$ cat config.mk
export PLATFORM = sky130hd
export DESIGN_NAME = serial_adder
export DESIGN_NICKNAME = d
export VERILOG_FILES = /design/src/rtl/serial_adder.sv
export SDC_FILE = /design/constraint.sdc
export NUM_CORES = 1
export LEC_CHECK = 0
export ABC_AREA = 1
export BUFFER_PORTS_ARGS = -buffer_cell sky130_fd_sc_hd__buf_2
export CELL_PAD_IN_SITES_DETAIL_PLACEMENT = 1
export CELL_PAD_IN_SITES_GLOBAL_PLACEMENT = 1
export CORE_ASPECT_RATIO = 1.5
export CORE_MARGIN = 5
export CORE_UTILIZATION = 40
export DETAILED_ROUTE_END_ITERATION = 8
export PLACE_DENSITY = 0.87
export SYNTH_ARGS = -nofsm -noshare
export SYNTH_HDL_FRONTEND = slang
export SYNTH_SLANG_ARGS = --single-unit
$ cat constraint.sdc
create_clock -name clk -period 3.1 [get_ports clk]
set_input_delay 0.31 -clock clk [delete_from_list [all_inputs] [get_ports clk]]
set_output_delay 0.31 -clock clk [all_outputs]
set_load 0.01 [all_outputs]
$ cat src/rtl/serial_adder.sv
// serial_adder: bit-serial two's-complement adder, one bit per clock LSB first.
// Define SERIAL_ADDER_SUB_EN to add a sub input that turns the operation into a-b.
module serial_adder #(
  parameter int WIDTH = 8
) (
  input  logic             clk,
  input  logic             rst_n,
  input  logic             start,
  input  logic [WIDTH-1:0] a,
  input  logic [WIDTH-1:0] b,
`ifdef SERIAL_ADDER_SUB_EN
  input  logic             sub,
`endif
  output logic             busy,
  output logic             done,
  output logic [WIDTH-1:0] sum,
  output logic             carry_out,
  output logic             overflow
);
  localparam int CW = (WIDTH > 2) ? $clog2(WIDTH) : 1;
  typedef enum logic [1:0] {IDLE, RUN, DONE} state_t;
  state_t           r_state, w_next;
  logic [WIDTH-1:0] r_a, r_b, r_res, r_sum;
  logic [CW-1:0]    r_cnt;
  logic             r_c, r_cout, r_ovf;
  logic             w_s, w_cout, w_last, w_sub;
`ifdef SERIAL_ADDER_SUB_EN
  assign w_sub = sub;
`else
  assign w_sub = 1'b0;
`endif
  assign w_s    = r_a[0] ^ r_b[0] ^ r_c;
  assign w_cout = (r_a[0] & r_b[0]) | (r_a[0] & r_c) | (r_b[0] & r_c);
  assign w_last = r_cnt == CW'(WIDTH - 1);
  always_ff @(posedge clk or negedge rst_n) begin
    if (!rst_n) r_state <= IDLE;
    else        r_state <= w_next;
  end
  always_comb begin
    w_next = (r_state == IDLE) ? (start ? RUN : IDLE) :
             (r_state == RUN)  ? (w_last ? DONE : RUN) : IDLE;
  end
  always_comb begin
    busy = r_state != IDLE;
    done = r_state == DONE;
  end
  // Subtraction reuses the adder as a + ~b + 1 by presetting the carry.
  always_ff @(posedge clk or negedge rst_n) begin
    if (!rst_n) begin
      r_a    <= '0;
      r_b    <= '0;
      r_res  <= '0;
      r_sum  <= '0;
      r_cnt  <= '0;
      r_c    <= 1'b0;
      r_cout <= 1'b0;
      r_ovf  <= 1'b0;
    end else if (r_state == IDLE && start) begin
      r_a   <= a;
      r_b   <= w_sub ? ~b : b;
      r_c   <= w_sub;
      r_cnt <= '0;
    end else if (r_state == RUN) begin
      r_a   <= r_a >> 1;
      r_b   <= r_b >> 1;
      r_res <= {w_s, r_res[WIDTH-1:1]};
      r_c   <= w_cout;
      r_cnt <= r_cnt + 1'b1;
      if (w_last) begin
        r_sum  <= {w_s, r_res[WIDTH-1:1]};
        r_cout <= w_cout;
        r_ovf  <= r_c ^ w_cout;
      end
    end
  end
  assign sum       = r_sum;
  assign carry_out = r_cout;
  assign overflow  = r_ovf;
endmodule

==> summary.txt, run 1 <==
Final layout
  – # diodes: 0
  – Number of cells in the finished layout apart from fillers: 297
  – Final #Nets: 272
  – Area growth, synth to finish: 15.0%
  – Most frequent cells in the layout: nand2_1, dfrtp_1, nand3_1, buf_2, inv_1
  – Commonest non-fill, non-tap cell in the layout: nand2_1
  – Fillers: 553
  – Final instance area: 0.00206 mm^2
  – Layout cells sized above 1: 17.9%

Worst setup path
  – WS Path Type: reg2out
  – FF-to-FF path depth: 4
  – R2r setup slk: ~1.4 ns
  – Worst-path maximum fanout: 18
  – Slowest-stage cell, CP: dfrtp_1
  – Crit end category: primary output
  – CP Cell Sequence: nor2_4, inv_1, buf_2
  – Worst r2r src: r_state[0]
  – Worst setup SP type: flop
  – Worst EP required: 2.79 ns
  – Crit path largest cell delay: 0.57 ns
  – Reg2reg end: r_b[6]
  – Crit path DAT: around 1.5 ns

Run
  – Reported max-cap violation count: 0

Run status
  – Status: finished, final reports clean

Drt
  – DR pass1 iterations: 4
  – Antenna-violating nets left: 0
  – Initial drt markers: 28
  – Wire length per cell: ~13 um
  – WL final: around 3.8 mm
  – Residual DRC count: 0
  – Post-DR vias/cell: 4.93
  – Vias: 1465

GRT
  – Grt ovf: 0
  – Global-route wire length before repair: between 6 and 7 mm
  – Largest net degree at the start of global routing: 40
  – Antenna violations before repair: 0
  – Vias in the first global route: 1488
  – Total GRT Usage: 14.2%

Yosys
  – Yosys reg bits: 39
  – Cell Area, Synth: between 0.0015 and 0.002 mm^2
  – Synth top area share: 54.5%
  – Synth area leader: dfrtp_1
  – Cells after Synth: 223
  – Leading post-synthesis cells by cell area: dfrtp_1, nand2_1, nand3_1
  – Count of different cell masters after synthesis: 17
  – Register area share after synthesis: between 50% and 60%
  – Post-synthesis net count: approximately 250
  – Syn. warnings: 0
  – Avg Cell Area, Syn: 8.03 um^2

Clocking
  – Worst-path clk slew: roughly 0.08 ns
  – CTS buffer count: 5
  – Hold buffers post-CTS: 0
  – Clock tree buffer depth: 2
  – CTS Sinks: 39
  – H-tree levels: 2
  – Clock latency at the later pin of the worst-skew pair: 0.29 ns
  – TritonCTS clock tree: yes
  – Post-CTS resize count: 0
  – Number of setup buffers added after CTS: 0
  – Root Driver: clkbuf_8

Timing
  – Clock period minus worst slack: 1.80 ns
  – Relative slew slack: between 40% and 50%
  – Hold Vio Cnt, Final: 0
  – Post-route worst setup slack: 1.30 ns
  – Worst-Margin Slew: 0.858 ns
  – Period utilization: 58.1%
  – RSZ-0062 raised after global routing: false
  – Fmax: 555 MHz
  – Final setup fails: 0
  – TNS Setup: 0 ns
  – Post-route clock skew: 0.00383 ns
  – Slew Limit Fails: 0

Placement
  – GPL Wtd Cong: 0.763
  – IO buf count: 30
  – Detailed Place HPWL: 2.79 mm
  – Placed cell areas: 0.00195 mm^2
  – DP Cell Count: 289
  – Setup WS pre-CTS: between 1 and 1.5 ns

Floorplanning
  – Die ar.: 0.00594 mm^2
  – DIE HEIGHT: roughly 92 um
  – Chip Width: 64.6 um
  – Initial Util: 41.8%
  – Row Count: 29
  – I/O pin cnt: 31
  – Core footprint: 0.00428 mm^2

Pwr
  – Worst vdd ir: 0.000367 V
  – Total power: 2.01 mW
  – Leakage power: 1.17 nW
  – Power density cells: roughly 980 mW/mm^2

Min path
  – HP Class: in2async
==> state kept, by name, summed over array words and instances, names as in the netlist <==
signal,flops
carry_out,1
overflow,1
r_a,8
r_b,8
r_c,1
r_cnt,3
r_res,7
r_state,2
sum,8
==> final cells by class <==
type                            count  area (um^2)  share of cell area, %
Timing Repair Buffer               31          158                   7.66
Clock inverter                      3         43.8                   2.13
Multi-Input combinational cell    150          668                   32.5
Sequential cell                    39          976                   47.4
Clock buffer                        5         68.8                   3.34
Tap cell                           46         57.6                   2.80
Inverter                           23         86.3                   4.19
==> synthesized netlist by cell type <==
cell type and n:
nand2_1 100, dfrtp_1 39, nand3_1 30, inv_1 21
o21ai_1 11, buf_2 6, buf_4 3, ha_1 2
inv_2 2, nand2_2 2, buf_1 1, clkbuf_1 1
fa_1 1, nor2_1 1, nor2_2 1, nor2_4 1
xnor2_1 1
==> through the flow <==
stage | utilization, % | hold slack (ns)
floorplan | - | 0.0144
global placement | 45.4 | 0.450
detailed placement | 45.4 | 0.454
CTS | 48.1 | 0.156
global route | 48.1 | 0.193
finish | 48.1 | 0.130
==> worst max-delay path, delay by kind of cell, from the launching register on <==
family | cells | cell delay [ns]
buffers and inverters | 2 | 0.22
flip-flops | 1 | 0.57
AND/OR/NAND/NOR | 1 | 0.41
==> routing by layer <==
layer / track usage (%) / share of wire (%) / vias to the layer above
met5: 0 / 0 / -
met4: 5.29 / 1.5 / 0
met3: 2.93 / 3.6 / 6
met2: 25.3 / 51 / 26
met1: 16.7 / 44 / 699
li1: - / - / 734
==> report_power, final <==
part | switching [mW] | internal, mW
Combinational | 0.444 | 0.265
Sequential | 0.152 | 0.731
Clock | 0.179 | 0.240
==> logic make-up (layout without fill, tap and decap cells) <==
logic type / count (synthesis) / after routing / synth area share (%)
adders and majority gates: 3 / 3 / 2.52
buffers and inverters: 34 / 62 / 8.18
xor gates and xnor gates: 1 / 1 / 0.489
and+or+nand+nor: 135 / 135 / 31.2
AOI/OAI and AO/OA: 11 / 11 / 3.07
DFF: 39 / 39 / 54.5
==> worst max path at each step <==
stage	slack, ns	cells after the start	startpoint	end
floorplan	1.87	7	r_cnt[0]	sum[2]
global placement	1.44	4	r_state[0]	r_b[0]
detailed placement	1.43	4	r_state[0]	r_a[0]
CTS	1.28	3	r_state[0]	busy
global route	1.17	3	r_state[0]	busy
finish	1.30	3	r_state[0]	busy
No activity file was read; power rests on OpenSTA's default activity.
==> inputs of run 2 (changes only) <==
--- a/config.mk
+++ b/config.mk
@@ -11,9 +11,9 @@
 export CELL_PAD_IN_SITES_GLOBAL_PLACEMENT = 1
 export CORE_ASPECT_RATIO = 1.5
 export CORE_MARGIN = 5
-export CORE_UTILIZATION = 40
+export CORE_UTILIZATION = 36
 export DETAILED_ROUTE_END_ITERATION = 8
-export PLACE_DENSITY = 0.87
+export PLACE_DENSITY = 0.83
 export SYNTH_ARGS = -nofsm -noshare
 export SYNTH_HDL_FRONTEND = slang
 export SYNTH_SLANG_ARGS = --single-unit
==> constraint.sdc (replaced) <==
create_clock -name clk -period 1.5 [get_ports clk]
set_input_delay 0.15 -clock clk [delete_from_list [all_inputs] [get_ports clk]]
set_output_delay 0.15 -clock clk [all_outputs]
set_load 0.01 [all_outputs]
==> run 2 against run 1 <==
Net effect: via count grew 4.9%; combinational power grew 130%; die area is 9.6% higher; setup slack got worse by 1.2 ns; global-route usage grew 1.2 points; non-clock buffer count increased by 8; clock-buffer cell count did not move; total power up 110%; register-to-register slack lost 1.2 ns.
==> summary.txt, run 2 (same netlist as run 1, synthesis figures left out) <==
Clocking
  – Worst-path clk slew: 0.08 ns
  – Number of setup buffers added after CTS: 0
  – Clock latency at the later pin of the worst-skew pair: ~0.3 ns
  – CTS Sinks: 39
  – CTS buffer count: 5
  – H-tree levels: 2
  – TritonCTS clock tree: yes
  – Clock tree buffer depth: 2
  – Root Driver: clkbuf_8

GRT
  – Vias in the first global route: approximately 1.6k
  – Total GRT Usage: around 15%
  – Largest net degree at the start of global routing: 40
  – Global-route wire length before repair: between 7 and 8 mm
  – Antenna violations before repair: 0
  – Grt ovf: 0

Final layout
  – Commonest non-fill, non-tap cell in the layout: nand2_1
  – Final core occ: 44.4%
  – Layout cells sized above 1: 20.1%
  – Final instance area: around 0.0022 mm^2
  – Most frequent cells in the layout: nand2_1, dfrtp_1, nand3_1, buf_2, inv_1
  – Area growth, synth to finish: 20.1%
  – Number of cells in the finished layout apart from fillers: 325
  – Final #Nets: 280
  – # diodes: 0

Placement
  – IO buf count: 30
  – GPL Wtd Cong: between 0.7 and 0.8
  – Setup WS pre-CTS: 0.0551 ns
  – Placed cell areas: 0.00202 mm^2
  – Detailed Place HPWL: slightly below 3 mm
  – DP Cell Count: 316

Floorplanning
  – Die ar.: 0.00651 mm^2
  – Initial Util: 36.9%
  – Core footprint: around 0.0048 mm^2
  – Chip Width: 67.6 um
  – I/O pin cnt: 31
  – Row Count: 31
  – DIE HEIGHT: ~96 um

Pwr
  – Power density cells: 1990 mW/mm^2
  – Leakage power: 1.21 nW
  – Worst vdd ir: roughly 0.00097 V
  – Total power: 4.29 mW

Drt
  – Residual DRC count: 0
  – Initial drt markers: 71
  – WL final: 4.21 mm
  – Antenna-violating nets left: 0
  – DR pass1 iterations: 4
  – Post-DR vias/cell: 4.73
  – Vias: approximately 1.5k
  – Wire length per cell: 13.0 um

Timing
  – TNS Setup: 0 ns
  – RSZ-0062 raised after global routing: false
  – Relative slew slack: 65.9%
  – Period utilization: between 90% and 100%
  – Fmax: roughly 710 MHz
  – Post-route worst setup slack: slightly above 0.09 ns
  – Hold Vio Cnt, Final: 0
  – Hold_ws: ~0.084 ns
  – Slew Limit Fails: 0
  – Final setup fails: 0
  – Worst-Margin Slew: between 0.5 and 0.6 ns
  – Post-route clock skew: 0.00447 ns
  – Clock period minus worst slack: 1.41 ns

Worst setup path
  – Crit path DAT: 1.26 ns
  – Crit end category: primary output
  – Worst setup SP type: flop
  – Worst EP required: 1.35 ns
  – WS Path Type: reg2out
  – Worst-path maximum fanout: 17
  – Worst r2r src: r_cnt[0]
  – Reg2reg end: sum[3]
  – R2r setup slk: 0.17 ns
  – FF-to-FF path depth: 6

Run status
  – Status: finished, final reports clean

Min path
  – Hold Path Sink: r_a[7]
  – HP Class: in2reg
  – Worst hold stages: 3
  – Critical hold path startpoint: a[7]

Run
  – Reported max-cap violation count: 0
-- run 2: cell type report --
cell class | instances | area [um^2]
Timing Repair Buffer | 39 | 220
Clock buffer | 5 | 68.8
Sequential cell | 39 | 976
Clock inverter | 3 | 43.8
Inverter | 23 | 86.3
Tap cell | 66 | 82.6
Multi-Input combinational cell | 150 | 673
Fill cell | 618 | 2700
-- run 2: how the worst max path moves through the flow --
stage / start / to / slack [ns] / depth (start not counted)
after floorplan: r_cnt[0] / sum[2] / 0.27 / 7
after global placement: r_cnt[0] / sum[6] / 0.12 / 6
after detailed placement: r_cnt[0] / sum[3] / 0.06 / 6
after CTS: r_cnt[0] / sum[3] / 0.03 / 6
after global routing: r_state[1] / busy / 0.0008 / 4
final: r_state[1] / busy / 0.09 / 4
-- run 2: where the power goes --
group	total (mW)	switching, mW	internal (mW)
logic	1.62	1.00	0.623
registers	1.78	0.268	1.51
clock network	0.883	0.388	0.495
total	4.29	1.66	2.63
-- run 2: timing repair --
action,in CTS,in global routing
gates resized for setup,0,1
hold endpoints to repair,39,0
hold buffers,1,0
endpoints found under the setup margin,0,10
-- run 2: routing by layer --
layer	GRT usage [%]	vias to the layer above	routed length, um	share of wire, %
met2	27.2	30	2240	53
met3	3.70	11	155	3.7
li1	-	751	-	-
met1	17.2	745	1710	41
met4	7.11	0	108	2.6
met5	0	-	0	0
-- run 2: critical path, cell delays in order, from the launching register on --
cell     delay (ns)
dfrtp_1        0.42
nor2_4         0.12
buf_4          0.22
inv_1          0.06
buf_2          0.14
==> inputs of run 3 (changes only) <==
==> constraint.sdc (replaced) <==
create_clock -name clk -period 1.5 [get_ports clk]
set_input_delay 0.375 -clock clk [delete_from_list [all_inputs] [get_ports clk]]
set_output_delay 0.375 -clock clk [all_outputs]
set_load 0.01 [all_outputs]
==> run 3 against run 2 <==
Net effect: clock-buffer cell count unchanged; critical path depth down 1; clock power rose by 18%; highest routed layer unchanged; fmax shrank 2.7%; total power is 7.1% higher; critical path type unchanged; register-to-register slack worse by 0.06 ns; via count decreased by 1.2%; largest cell class unchanged; setup slack got worse by 0.038 ns; sequential cell count is the same; sequential power barely moved; worst hold slack improved by 0.24 ns; non-clock buffer count up 5.
==> summary.txt, run 3 (same netlist as run 1, synthesis figures left out) <==
Worst setup path
  – Crit path largest cell delay: 0.46 ns
  – Worst path depth: 3
  – Crit path DAT: about 1.1 ns
  – Crit path max-delay family: flip-flops
  – Worst EP required: 1.12 ns
  – Crit end category: primary output
  – WS Path Type: reg2out
  – Worst-path maximum fanout: 4
  – Slowest-stage cell, CP: dfrtp_2
  – Worst setup SP type: flop
  – CP Cell Sequence: nor2_4, inv_2, buf_6
  – FF-to-FF path depth: 6
  – Crit path buf inv count: 2

Timing
  – Period utilization: 96.3%
  – Fmax: 692 MHz
  – Post-route clock skew: roughly 0.0062 ns
  – Final setup fails: 0
  – Worst-Margin Slew: roughly 0.42 ns
  – Hold Vio Cnt, Final: 0
  – Relative slew slack: 71.6%
  – RSZ-0062 raised after global routing: false
  – TNS Setup: 0 ns
  – Clock period minus worst slack: 1.45 ns
  – Slew Limit Fails: 0

GRT
  – Vias in the first global route: around 1.5k
  – Global-route wire length before repair: 7.02 mm
  – Largest net degree at the start of global routing: 26
  – Grt ovf: 0
  – Total GRT Usage: 14.5%
  – Antenna violations before repair: 0

Floorplanning
  – Die ar.: 0.00651 mm^2
  – DIE HEIGHT: between 90 and 100 um
  – I/O pin cnt: 31
  – Initial Util: 36.9%
  – Row Count: 31
  – Core footprint: 0.00485 mm^2
  – Chip Width: 67.6 um

Final layout
  – Number of cells in the finished layout apart from fillers: 330
  – Area growth, synth to finish: 25.0%
  – # diodes: 0
  – Final #Nets: 285
  – Commonest non-fill, non-tap cell in the layout: nand2_1
  – Final instance area: 0.00224 mm^2
  – Layout cells sized above 1: 23.1%
  – Most frequent cells in the layout: nand2_1, dfrtp_1, nand3_1
  – Final core occ: 46.2%

Pwr
  – Worst vdd ir: roughly 0.0007 V
  – Total power: 4.59 mW
  – Sequential share of power: between 30% and 40%
  – Logic pwr share: 38.0%
  – NetSw: 1.70 mW
  – Power density cells: ~2100 mW/mm^2
  – Internal power: 2.89 mW
  – Leakage power: 1.25 nW
  – Switch share: 37.0%
  – Clk network pwr share: 22.7%

Drt
  – Initial drt markers: 28
  – Wire length per cell: 12.9 um
  – Residual DRC count: 0
  – Post-DR vias/cell: between 4 and 5
  – WL final: approximately 4.3 mm
  – Antenna-violating nets left: 0
  – DR pass1 iterations: 4
  – Vias: 1518

Placement
  – GPL Wtd Cong: 0.790
  – Placed cell areas: 0.00205 mm^2
  – IO buf count: 30
  – DP Cell Count: 318
  – Detailed Place HPWL: 3.15 mm

Clocking
  – Clock tree buffer depth: 2
  – Root Driver: clkbuf_8
  – H-tree levels: 2
  – CTS buffer count: 5
  – Clock latency at the later pin of the worst-skew pair: about 0.30 ns
  – Worst-path clk slew: 0.08 ns
  – TritonCTS clock tree: yes
  – CTS Sinks: 39

Min path
  – Worst hold stages: 3
  – HP Class: in2reg

Run status
  – Status: finished, final reports clean

Run
  – Reported max-cap violation count: 0
==> run 3: final timing paths <==
path                                  from  slack [ns]         end
worst min register to register      sum[1]        0.47      sum[1]
min in group asynchronous            rst_n        0.53      r_a[3]
worst min-delay path                  a[7]        0.32      r_a[7]
worst max-delay path            r_state[0]        0.05        busy
max in group asynchronous            rst_n        0.52  r_state[0]
worst max register to register  r_state[0]        0.11      r_a[6]
==> run 3: power groups by stage <==
stage / clock [mW] / combinational, mW / sequential, mW
after floorplan: 0 / 1.09 / 1.80
after global placement: 0 / 1.57 / 1.79
after detailed placement: 0 / 1.66 / 1.82
after CTS: 1.07 / 1.73 / 1.80
after global routing: 1.11 / 1.99 / 1.86
final: 1.04 / 1.75 / 1.80
==> run 3: metrics by stage <==
stage          worst slack [ns]  hold slack [ns]
5_1_grt                 0.00248            0.331
3_3_place_gp              0.105            0.316
6_report                 0.0549            0.323
4_1_cts                  0.0193            0.322
3_5_place_dp             0.0373            0.315
2_1_floorplan             0.248           0.0794
==> run 3: layout make-up <==
class / count / area, um^2
inverters: 23 / 86.3
clock inverters: 3 / 67.6
multi-input cells: 150 / 679
fillers: 628 / 2610
well taps: 66 / 82.6
flip-flops and latches: 39 / 977
repair buffers: 44 / 277
clock buffers: 5 / 68.8
==> run 3: worst min-delay path: cells and delay by family <==
kind | cells | cell delay [ns]
buf+inv | 1 | 0.08
simple gates | 2 | 0.13
==> run 3: repair_timing <==
action | CTS | global route
setup endpoints to repair | 2 | 16
setup buffers | 2 | 1
endpoints found under the hold margin | 14 | 0
resized for setup | 2 | 4
pin swaps | 0 | 1
hold buffers | 1 | 0
==> run 3: per-layer routing <==
layer  wire length [um]  up-vias  track usage (%)
met2               2300       25             25.8
met3                159        7             2.78
li1                   -      761                -
met1               1730      725             16.9
met4                 65        0             5.58
met5                  0        -                0
